`src/rtl/cpc_mem_responder.sv`:
```
// rtl/cpc_mem_responder.sv - memory bus responder: CPU byte access and video word fetch over one 8-bit RAM
// Video fetches win arbitration; RAM strobes are registered from the next-state decode.
module cpc_mem_responder (
  input  logic        clk,
  input  logic        reset_n,
  input  logic [22:0] mem_addr,
  input  logic        mem_rd,
  input  logic        mem_wr,
  input  logic [7:0]  cpu_dout,
  output logic [7:0]  cpu_din,
  input  logic        vid_req,
  input  logic [14:0] vram_addr,
  output logic [15:0] vram_din,
  output logic        ram_ce,
  output logic        ram_we,
  output logic [22:0] ram_addr,
  output logic [7:0]  ram_wdata,
  input  logic [7:0]  ram_rdata,
  output logic        vid_overrun
);

  typedef enum logic [2:0] {
    S_IDLE, S_VID0, S_VID1, S_VIDC, S_CRD0, S_CRD1, S_CWR
  } state_t;

  state_t      r_state;
  state_t      w_state_nxt;

  logic        r_mem_rd_q;
  logic        r_mem_wr_q;
  logic        r_cpu_pend;
  logic        r_cpu_wr;
  logic [22:0] r_cpu_addr;
  logic [7:0]  r_cpu_data;
  logic        r_vid_pend;
  logic [14:0] r_vid_addr;
  logic        r_vid_overrun;
  logic [7:0]  r_hi_byte;
  logic [7:0]  r_cpu_din;
  logic [15:0] r_vram_din;
  logic        r_ram_ce;
  logic        r_ram_we;
  logic [22:0] r_ram_addr;
  logic [7:0]  r_ram_wdata;

  logic        w_rd_rise;
  logic        w_wr_rise;
  logic        w_cpu_capture;
  logic        w_vid_busy;
  logic        w_ce_nxt;
  logic        w_we_nxt;
  logic [22:0] w_addr_nxt;

  assign w_rd_rise     = mem_rd & ~r_mem_rd_q;
  assign w_wr_rise     = mem_wr & ~r_mem_wr_q;
  assign w_cpu_capture = ~r_cpu_pend & (w_rd_rise | w_wr_rise);
  assign w_vid_busy    = r_vid_pend | (r_state == S_VID0) | (r_state == S_VID1) | (r_state == S_VIDC);

  always_comb begin
    w_state_nxt = r_state;
    case (r_state)
      // VIDC re-arbitrates directly so back-to-back service has no idle bubble
      S_IDLE, S_VIDC: begin
        if (r_vid_pend)                  w_state_nxt = S_VID0;
        else if (r_cpu_pend && r_cpu_wr) w_state_nxt = S_CWR;
        else if (r_cpu_pend)             w_state_nxt = S_CRD0;
        else                             w_state_nxt = S_IDLE;
      end
      S_VID0:  w_state_nxt = S_VID1;
      S_VID1:  w_state_nxt = S_VIDC;
      S_CRD0:  w_state_nxt = S_CRD1;
      S_CRD1:  w_state_nxt = S_IDLE;
      S_CWR:   w_state_nxt = S_IDLE;
      default: w_state_nxt = S_IDLE;
    endcase
  end

  always_comb begin
    w_ce_nxt   = 1'b0;
    w_we_nxt   = 1'b0;
    w_addr_nxt = r_ram_addr;
    case (w_state_nxt)
      S_VID0: begin
        w_ce_nxt   = 1'b1;
        w_addr_nxt = {7'b0, r_vid_addr, 1'b0};
      end
      S_VID1: begin
        w_ce_nxt   = 1'b1;
        w_addr_nxt = {7'b0, r_vid_addr, 1'b1};
      end
      S_CRD0: begin
        w_ce_nxt   = 1'b1;
        w_addr_nxt = r_cpu_addr;
      end
      S_CWR: begin
        w_ce_nxt   = 1'b1;
        w_we_nxt   = 1'b1;
        w_addr_nxt = r_cpu_addr;
      end
      default: ;
    endcase
  end

  always_ff @(posedge clk or negedge reset_n) begin
    if (!reset_n) begin
      r_state <= S_IDLE;
    end else begin
      r_state <= w_state_nxt;
    end
  end

  always_ff @(posedge clk or negedge reset_n) begin
    if (!reset_n) begin
      r_mem_rd_q <= 1'b0;
      r_mem_wr_q <= 1'b0;
      r_cpu_pend <= 1'b0;
      r_cpu_wr   <= 1'b0;
      r_cpu_addr <= '0;
      r_cpu_data <= '0;
    end else begin
      r_mem_rd_q <= mem_rd;
      r_mem_wr_q <= mem_wr;
      if (w_cpu_capture) begin
        r_cpu_pend <= 1'b1;
        r_cpu_wr   <= w_wr_rise;
        r_cpu_addr <= mem_addr;
        r_cpu_data <= cpu_dout;
      end else if (r_state == S_CRD1 || r_state == S_CWR) begin
        r_cpu_pend <= 1'b0;
      end
    end
  end

  always_ff @(posedge clk or negedge reset_n) begin
    if (!reset_n) begin
      r_vid_pend    <= 1'b0;
      r_vid_addr    <= '0;
      r_vid_overrun <= 1'b0;
    end else begin
      if (vid_req && w_vid_busy) begin
        r_vid_overrun <= 1'b1;
      end
      if (vid_req && !w_vid_busy) begin
        r_vid_pend <= 1'b1;
        r_vid_addr <= vram_addr;
      end else if (r_state == S_VID0) begin
        r_vid_pend <= 1'b0;
      end
    end
  end

  always_ff @(posedge clk or negedge reset_n) begin
    if (!reset_n) begin
      r_hi_byte  <= '0;
      r_cpu_din  <= 8'hFF;
      r_vram_din <= '0;
    end else begin
      if (r_state == S_VID1) r_hi_byte  <= ram_rdata;
      if (r_state == S_VIDC) r_vram_din <= {r_hi_byte, ram_rdata};
      if (r_state == S_CRD1) r_cpu_din  <= ram_rdata;
    end
  end

  always_ff @(posedge clk or negedge reset_n) begin
    if (!reset_n) begin
      r_ram_ce    <= 1'b0;
      r_ram_we    <= 1'b0;
      r_ram_addr  <= '0;
      r_ram_wdata <= '0;
    end else begin
      r_ram_ce   <= w_ce_nxt;
      r_ram_we   <= w_we_nxt;
      r_ram_addr <= w_addr_nxt;
      if (w_state_nxt == S_CWR) r_ram_wdata <= r_cpu_data;
    end
  end

  assign cpu_din     = r_cpu_din;
  assign vram_din    = r_vram_din;
  assign ram_ce      = r_ram_ce;
  assign ram_we      = r_ram_we;
  assign ram_addr    = r_ram_addr;
  assign ram_wdata   = r_ram_wdata;
  assign vid_overrun = r_vid_overrun;

endmodule
```
`config.mk`:
```
export PLATFORM = sky130hd
export DESIGN_NAME = cpc_mem_responder
export DESIGN_NICKNAME = d
export VERILOG_FILES = /design/src/rtl/cpc_mem_responder.sv
export SDC_FILE = /design/constraint.sdc
export NUM_CORES = 1
export LEC_CHECK = 0
export ABC_AREA = 1
export BUFFER_PORTS_ARGS = -buffer_cell sky130_fd_sc_hd__clkbuf_2
export CORE_ASPECT_RATIO = 0.75
export CORE_MARGIN = 2
export CORE_UTILIZATION = 28
export CTS_BUF_LIST = sky130_fd_sc_hd__clkbuf_8
export DETAILED_ROUTE_END_ITERATION = 10
export PLACE_DENSITY = 0.57
export SYNTH_ARGS = -nofsm -noshare
export SYNTH_HDL_FRONTEND = slang
export SYNTH_SLANG_ARGS = --single-unit
export TNS_END_PERCENT = 10
```
`constraint.sdc`:
```
create_clock -name clk -period 1.67 [get_ports clk]
set_clock_uncertainty 0.05 [all_clocks]
set_input_delay 0.167 -clock clk [delete_from_list [all_inputs] [get_ports clk]]
set_output_delay 0.167 -clock clk [all_outputs]
set_load 0.03 [all_outputs]
```
* Yosys cells after proc, flatten, opt, wreduce, memory -nomap -nowiden
Cells that the tools add are included. W data, S select, Z words.
Storage, ports and cells: register bits 120
Operators by class: eq/ne operators 10, multiplexer cells 11, bitwise gates (word level) 10, reduce and logical (&&, ||, !) cells 12
Operators by type and width (count):
- $pmux W23 S3 | 1
- $eq A3 B3 Y1 const B | 5
- $pmux W3 S4 | 1
- $eq A3 B2 Y1 const B | 3
- $mux W3 | 3
- $eq A3 B1 Y1 const B | 2
- $mux W1 | 6
- $or A1 B1 Y1 | 4
- $reduce_bool A2 Y1 | 2
- $reduce_or A2 Y1 | 2
- $reduce_or A4 Y1 | 1
- $and A1 B1 Y1 | 3
- $logic_and A1 B1 Y1 | 3
- $logic_not A3 Y1 | 1
- $not A1 Y1 | 3
- $reduce_bool A3 Y1 | 1
- $logic_not A1 Y1 | 1
- $logic_or A1 B1 Y1 | 1

* Depth between registers and ports, before layout
depth after elaboration 7, gate-level depth with buffers 9, gate-level depth less buffers 8

* Worst setup path after synthesis
Ideal clock, no wire load.
path type register to register, start point reg r_state[2], end point reg r_ram_addr[10] (netlist: ram_addr[10]), library setup time 0.117 ns, arrival 1.216 ns, data required time 1.503 ns, path slack 0.287 ns, cell stages (with the launch flop) 10, cell sequence dfrtp_1 -> inv_2 -> nand3_2 -> nand2_4 -> nand2_2 -> buf_6 -> nand2_1 -> nand2_1 -> nand2_1 -> nand2_1
On the way: word-level cells in the longest chain between the ends 6, elaborated cells between the ends (all ways) 14, those cells by class 8 x eq/ne; 2 x mux; 4 x reduce/logical
Ends and longest elaborated chain:
- start: declaration | line 26 | state_t r_state;
- start signal: assignment | line 108 | r_state <= w_state_nxt;
- $eq A3 B2 Y1 / $logic_not A3 Y1 (equally long branches) | line 61 | case (r_state)
- $reduce_or A2 Y1 | line 61
- $pmux W3 S4 * | line 61
- $eq A3 B3 Y1 | line 82 | case (w_state_nxt)
- $reduce_or A2 Y1 (no source line)
- $pmux W23 S3 / $reduce_bool A3 Y1 (equally long branches)
- end signal: assignment | line 173 | r_ram_addr <= w_addr_nxt;
- end: declaration | line 43 | logic [22:0] r_ram_addr;
Every way passes the cells marked *; elsewhere a longest branch is shown, timed or not. A chain may end at the register's enable or synchronous reset.

* Final worst setup path
start point reg r_cpu_pend, end point reg r_ram_addr[15] (netlist: ram_addr[15])
On the way: word-level cells in the longest chain between the ends 7, elaborated cells between the ends (all ways) 12, those cells by class 4 x eq/ne; 5 x mux; 3 x reduce/logical
Ends and longest elaborated chain:
- start: declaration | line 31 | logic r_cpu_pend;
- start signal: assignment | line 116 | r_cpu_pend <= 1'b0;
- start signal: assignment | line 124 | r_cpu_pend <= 1'b1;
- start signal: assignment | line 129 | r_cpu_pend <= 1'b0;
- $mux W3 / $logic_and A1 B1 Y1 (equally long branches) | line 66, 65
- $mux W3 * | line 65 | else if (r_cpu_pend && r_cpu_wr) w_state_nxt = S_CWR;
- $mux W3 * | line 64 | if (r_vid_pend) w_state_nxt = S_VID0;
- $pmux W3 S4 * | line 61
- $eq A3 B3 Y1 | line 82
- $reduce_or A2 Y1 (no source line)
- $pmux W23 S3 / $reduce_bool A3 Y1 (equally long branches)
Marked as above.

==> results.md <==
Timing:
- The final-report setup violation count is 0.
- Setup repair after global routing could not meet its margin everywhere.
- The routed design could run at a clock period as short as 1.51 ns.
- The number of slew-limit violations in the final report is 0.
- The post-route clock period utilization is 90.7%.
- The headroom to the max-slew limit is ~73%.
- For the pin with the worst max-slew slack, the measured transition is 0.399 ns.
- Timing would allow up to around 0.66 GHz.
- The final number of hold-violating endpoints was 0.

Worst setup path:
- The slack of the worst reg-to-reg path is 0.16 ns.
- Traced cell by cell, the critical path runs through inv_1, nor2_2, buf_4, nand3_1, nand2_1, nand2_1, nand2_1.
- STA classifies the critical path startpoint as a flop.
- In this design, the stage delay of the slowest critical-path cell is 0.46 ns.
- The type of destination of the critical path is a flop.
- The endpoint arrival time on the critical path is 1.83 ns.
- The critical path start-end classification is flop to flop.
- The count of buffering cells on the critical path with inverters included is 2.
- For the worst setup path, the data required time is 1.99 ns.
- Broken down by cell family, the worst path's largest delay share belongs to simple AND/OR/NAND/NOR gates.
- On the critical path, the stage with the largest delay is an instance of sky130_fd_sc_hd__dfrtp_1.
- The cell that appears most often on the critical path is sky130_fd_sc_hd__nand2_1.
- Along the worst path, the maximum fanout reaches 23.

Hold path:
- In this run the worst hold path is classified as input port to async pin.

Pwr:
- IR analysis of the VDD net gives a maximum drop of 0.607 mV.
- The post-route total power is around 0.013 W.
- The leakage power is 3.64 nW.
- For this design the ratio of total power to cell area is 1990 nW/um2.

Place:
- The port buffer count is 116.
- The number of placed instances with taps included is 845.
- Detailed placement finished with a half-perimeter wire length of 8260 um.
- The routability congestion estimate is 0.799.
- After detailed placement, the total cell area comes to 5720 um2.

Clock tree:
- The CTS buffer count is 17.
- CTS built an H-tree with a depth of 4.
- The root buffer cell is sky130_fd_sc_hd__clkbuf_8.
- The clock net in this run drives a total of 120 sinks.
- Clock latency on the worst-skew pair, taken at its later pin, is about 0.43 ns.
- TritonCTS built the clock tree.
- The clock passes through at most 2 buffers.
- The clock-pin slew on the worst setup and hold paths is ~0.07 ns.

Routing:
- In the routed design, unresolved DRC markers number 0.
- The number of DRC markers after the initial detailed-route iteration is 191.
- The routed layout has between 3000 and 4000 vias.
- The remaining number of nets flagged by the antenna check after routing is 0.
- The via density per instance is around 4.2.
- The pre-antenna-repair detailed-routing pass consisted of 4 iterations.
- The wire length per cell is 13.2 um.
- The routed wire length is 12300 um.

Die:
- After floorplanning, the core was sized to cover 16900 um2.
- After floorplanning, the core was divided into 41 placement rows.
- The I/O pin count is 117.
- The width of the die is 156 um.
- The die is 118 um tall.
- The initial core utilization is 28.7%.
- The floorplan die area is 18400 um2.

Yosys:
- In this run, synthesis produced a sequential element count of 120.
- The number of nets in the synthesized netlist is 583.
- A synthesized cell averages 9.26 um2.
- The sequential cell area fraction in the yosys report is between 60 and 70%.
- In this run the cell area of the synthesized design comes to 4850 um2.
- The primary flip-flop cell chosen by synthesis mapping is sky130_fd_sc_hd__dfrtp_1.
- The synthesized instance count is approximately 520.
- Synthesis instantiated 26 different standard cells from the library.
- The Yosys warning count is 0.
- The number of enable flip-flop cells after synthesis is 0.
- The share of async-settable or async-resettable flops after synthesis is 100%.
- Sorting the synthesized cells by area gives the leading types as sky130_fd_sc_hd__dfrtp_1 (58%), sky130_fd_sc_hd__nand2_1 (13%), sky130_fd_sc_hd__o21ai_0 (6.9%).
- The cell taking the most area after synthesis is sky130_fd_sc_hd__dfrtp_1.
- Of the post-synthesis cell area, the dominant cell type holds between 50% and 60%.

Finish:
- The top cell types in the final layout, fill and taps aside, are sky130_fd_sc_hd__nand2_1 (166), sky130_fd_sc_hd__clkbuf_2 (115), sky130_fd_sc_hd__dfrtp_1 (112).
- The share of layout cells above drive strength 1 is 26.2%.
- Compared with the post-synthesis result, the final layout area differs by 39.4%.
- The count of inserted antenna diode cells is 0.
- Leaving out fill and tap cells, the most frequent cell in the layout is sky130_fd_sc_hd__nand2_1.
- For this run, the number of standard cells in the final layout without fillers is 937.
- After routing the design area is 6760 um2.
- The net count of the finished layout is 768.

Status:
- The run finished with clean final reports.

GRT:
- Entering global routing, the biggest net connects 48 pins.
- The total overflow left after global routing is 0.
- Global routing used 19.9% of the available met1 tracks.
- The routing usage on met2 is a little over a fifth.
- The layer with the highest usage after global routing is met2.
- The met3 routing resource usage after global routing is 3.76%.
- The first-pass GRT wire length is approximately 20000 um.
- The number of antenna violations at the first check in global routing is 0.
- Global routing consumed, over all layers together, about 14% of the routing resources.
- The via count of the first global-routing pass is ~3900.

Job:
- The number of max-cap violations is 0.
-- worst register-to-register path, stage by stage, from the launching register on --
cell                      delay, ns
sky130_fd_sc_hd__dfrtp_1       0.46
sky130_fd_sc_hd__inv_1         0.13
sky130_fd_sc_hd__nor2_2        0.17
sky130_fd_sc_hd__buf_4         0.32
sky130_fd_sc_hd__nand3_1       0.15
sky130_fd_sc_hd__nand2_1       0.09
sky130_fd_sc_hd__nand2_1       0.05
sky130_fd_sc_hd__nand2_1       0.05
-- metal layers --
layer	part of all wire, %	vias up
met2	45	88
met3	4.2	8
met4	1.2	0
met5	0	-
met1	49	1783
li1	-	2023
-- power breakdown --
group	switching [W]	internal, W	total [W]
registers	0.000817	0.00432	0.00513
logic	0.00368	0.00185	0.00553
clock network	0.00119	0.00159	0.00278
-- layout make-up --
class / instances / area [um2]
sequential: 120 / 3010
clock buffer: 20 / 275
clock inverter: 12 / 150
tap: 215 / 269
inverter: 63 / 236
fill: 1706 / 10100
timing repair buffer: 191 / 1350
multi-input combinational: 316 / 1480
-- stage by stage --
stage / setup TNS (ns) / util (%) / hold WS (ns) / worst slack, ns
floorplan: 0 / - / -0.179 / 0.287
global placement: 0 / 33.9 / 0.0746 / 0.0888
detailed placement: 0 / 33.9 / 0.0744 / 0.0858
CTS: 0 / 39.8 / 0.138 / 0.0607
global route: -0.00858 / 40.1 / 0.169 / -0.00858
finish: 0 / 40.1 / 0.159 / 0.156
-- logic make-up after synthesis --
family | after synthesis | share of synthesized area, %
muxes | 8 | 1.86
AOI/OAI and AO/OA | 77 | 8.28
DFF | 120 | 62.1
and+or+nand+nor | 231 | 20.1
buffers and inverters | 88 | 7.66
-- flip-flops by register name (all words and copies together), names as in the netlist --
register and cells:
r_cpu_addr 23, ram_addr 23, vram_din 16, r_vid_addr 15, cpu_din 8, r_cpu_data 8
r_hi_byte 8, ram_wdata 8, r_state 3, r_cpu_pend 1, r_cpu_wr 1, r_mem_rd_q 1
r_mem_wr_q 1, r_vid_pend 1, ram_ce 1, ram_we 1, vid_overrun 1
-- path summary, 6_finish.rpt --
| kind | cells after the start | endpoint | from |
|---|---|---|---|
| min in group clk | 2 | r_mem_rd_q$_DFF_PN0_ | mem_rd |
| min | 2 | r_cpu_addr[12]$_DFFE_PN0P_ | reset_n |
| max | 7 | ram_addr[15]$_DFFE_PN0P_ | r_cpu_pend$_DFFE_PN0P_ |
| min reg2reg | 1 | vid_overrun$_DFFE_PN0P_ | vid_overrun$_DFFE_PN0P_ |
| max reg2reg | 7 | ram_addr[15]$_DFFE_PN0P_ | r_cpu_pend$_DFFE_PN0P_ |
| max in group asynchronous | 3 | cpu_din[4]$_DFFE_PN1P_ | reset_n |
-- timing repair --
item | in CTS | in global routing
hold endpoints to repair | 186 | 0
setup endpoints to repair | 0 | 27
buffers inserted | 0 | 2
gates resized for setup | 0 | 3
hold buffers | 58 | 0
-- Yosys cell counts, types with 2 or more instances --
cell and instances:
sky130_fd_sc_hd__nor2_1 4, sky130_fd_sc_hd__mux2_2 8, sky130_fd_sc_hd__buf_4 2, sky130_fd_sc_hd__nand2_1 166, sky130_fd_sc_hd__nand3_1 52, sky130_fd_sc_hd__nand3_2 2
sky130_fd_sc_hd__inv_1 61, sky130_fd_sc_hd__clkbuf_2 2, sky130_fd_sc_hd__a21oi_1 3, sky130_fd_sc_hd__buf_6 2, sky130_fd_sc_hd__dfrtp_1 112, sky130_fd_sc_hd__o21ai_0 67
sky130_fd_sc_hd__nand2_4 2, sky130_fd_sc_hd__dfstp_2 8, sky130_fd_sc_hd__clkbuf_1 6, sky130_fd_sc_hd__nand3b_1 2, sky130_fd_sc_hd__buf_2 13, sky130_fd_sc_hd__o21ai_1 4
Note: power is estimated with default switching activity, not from simulation.
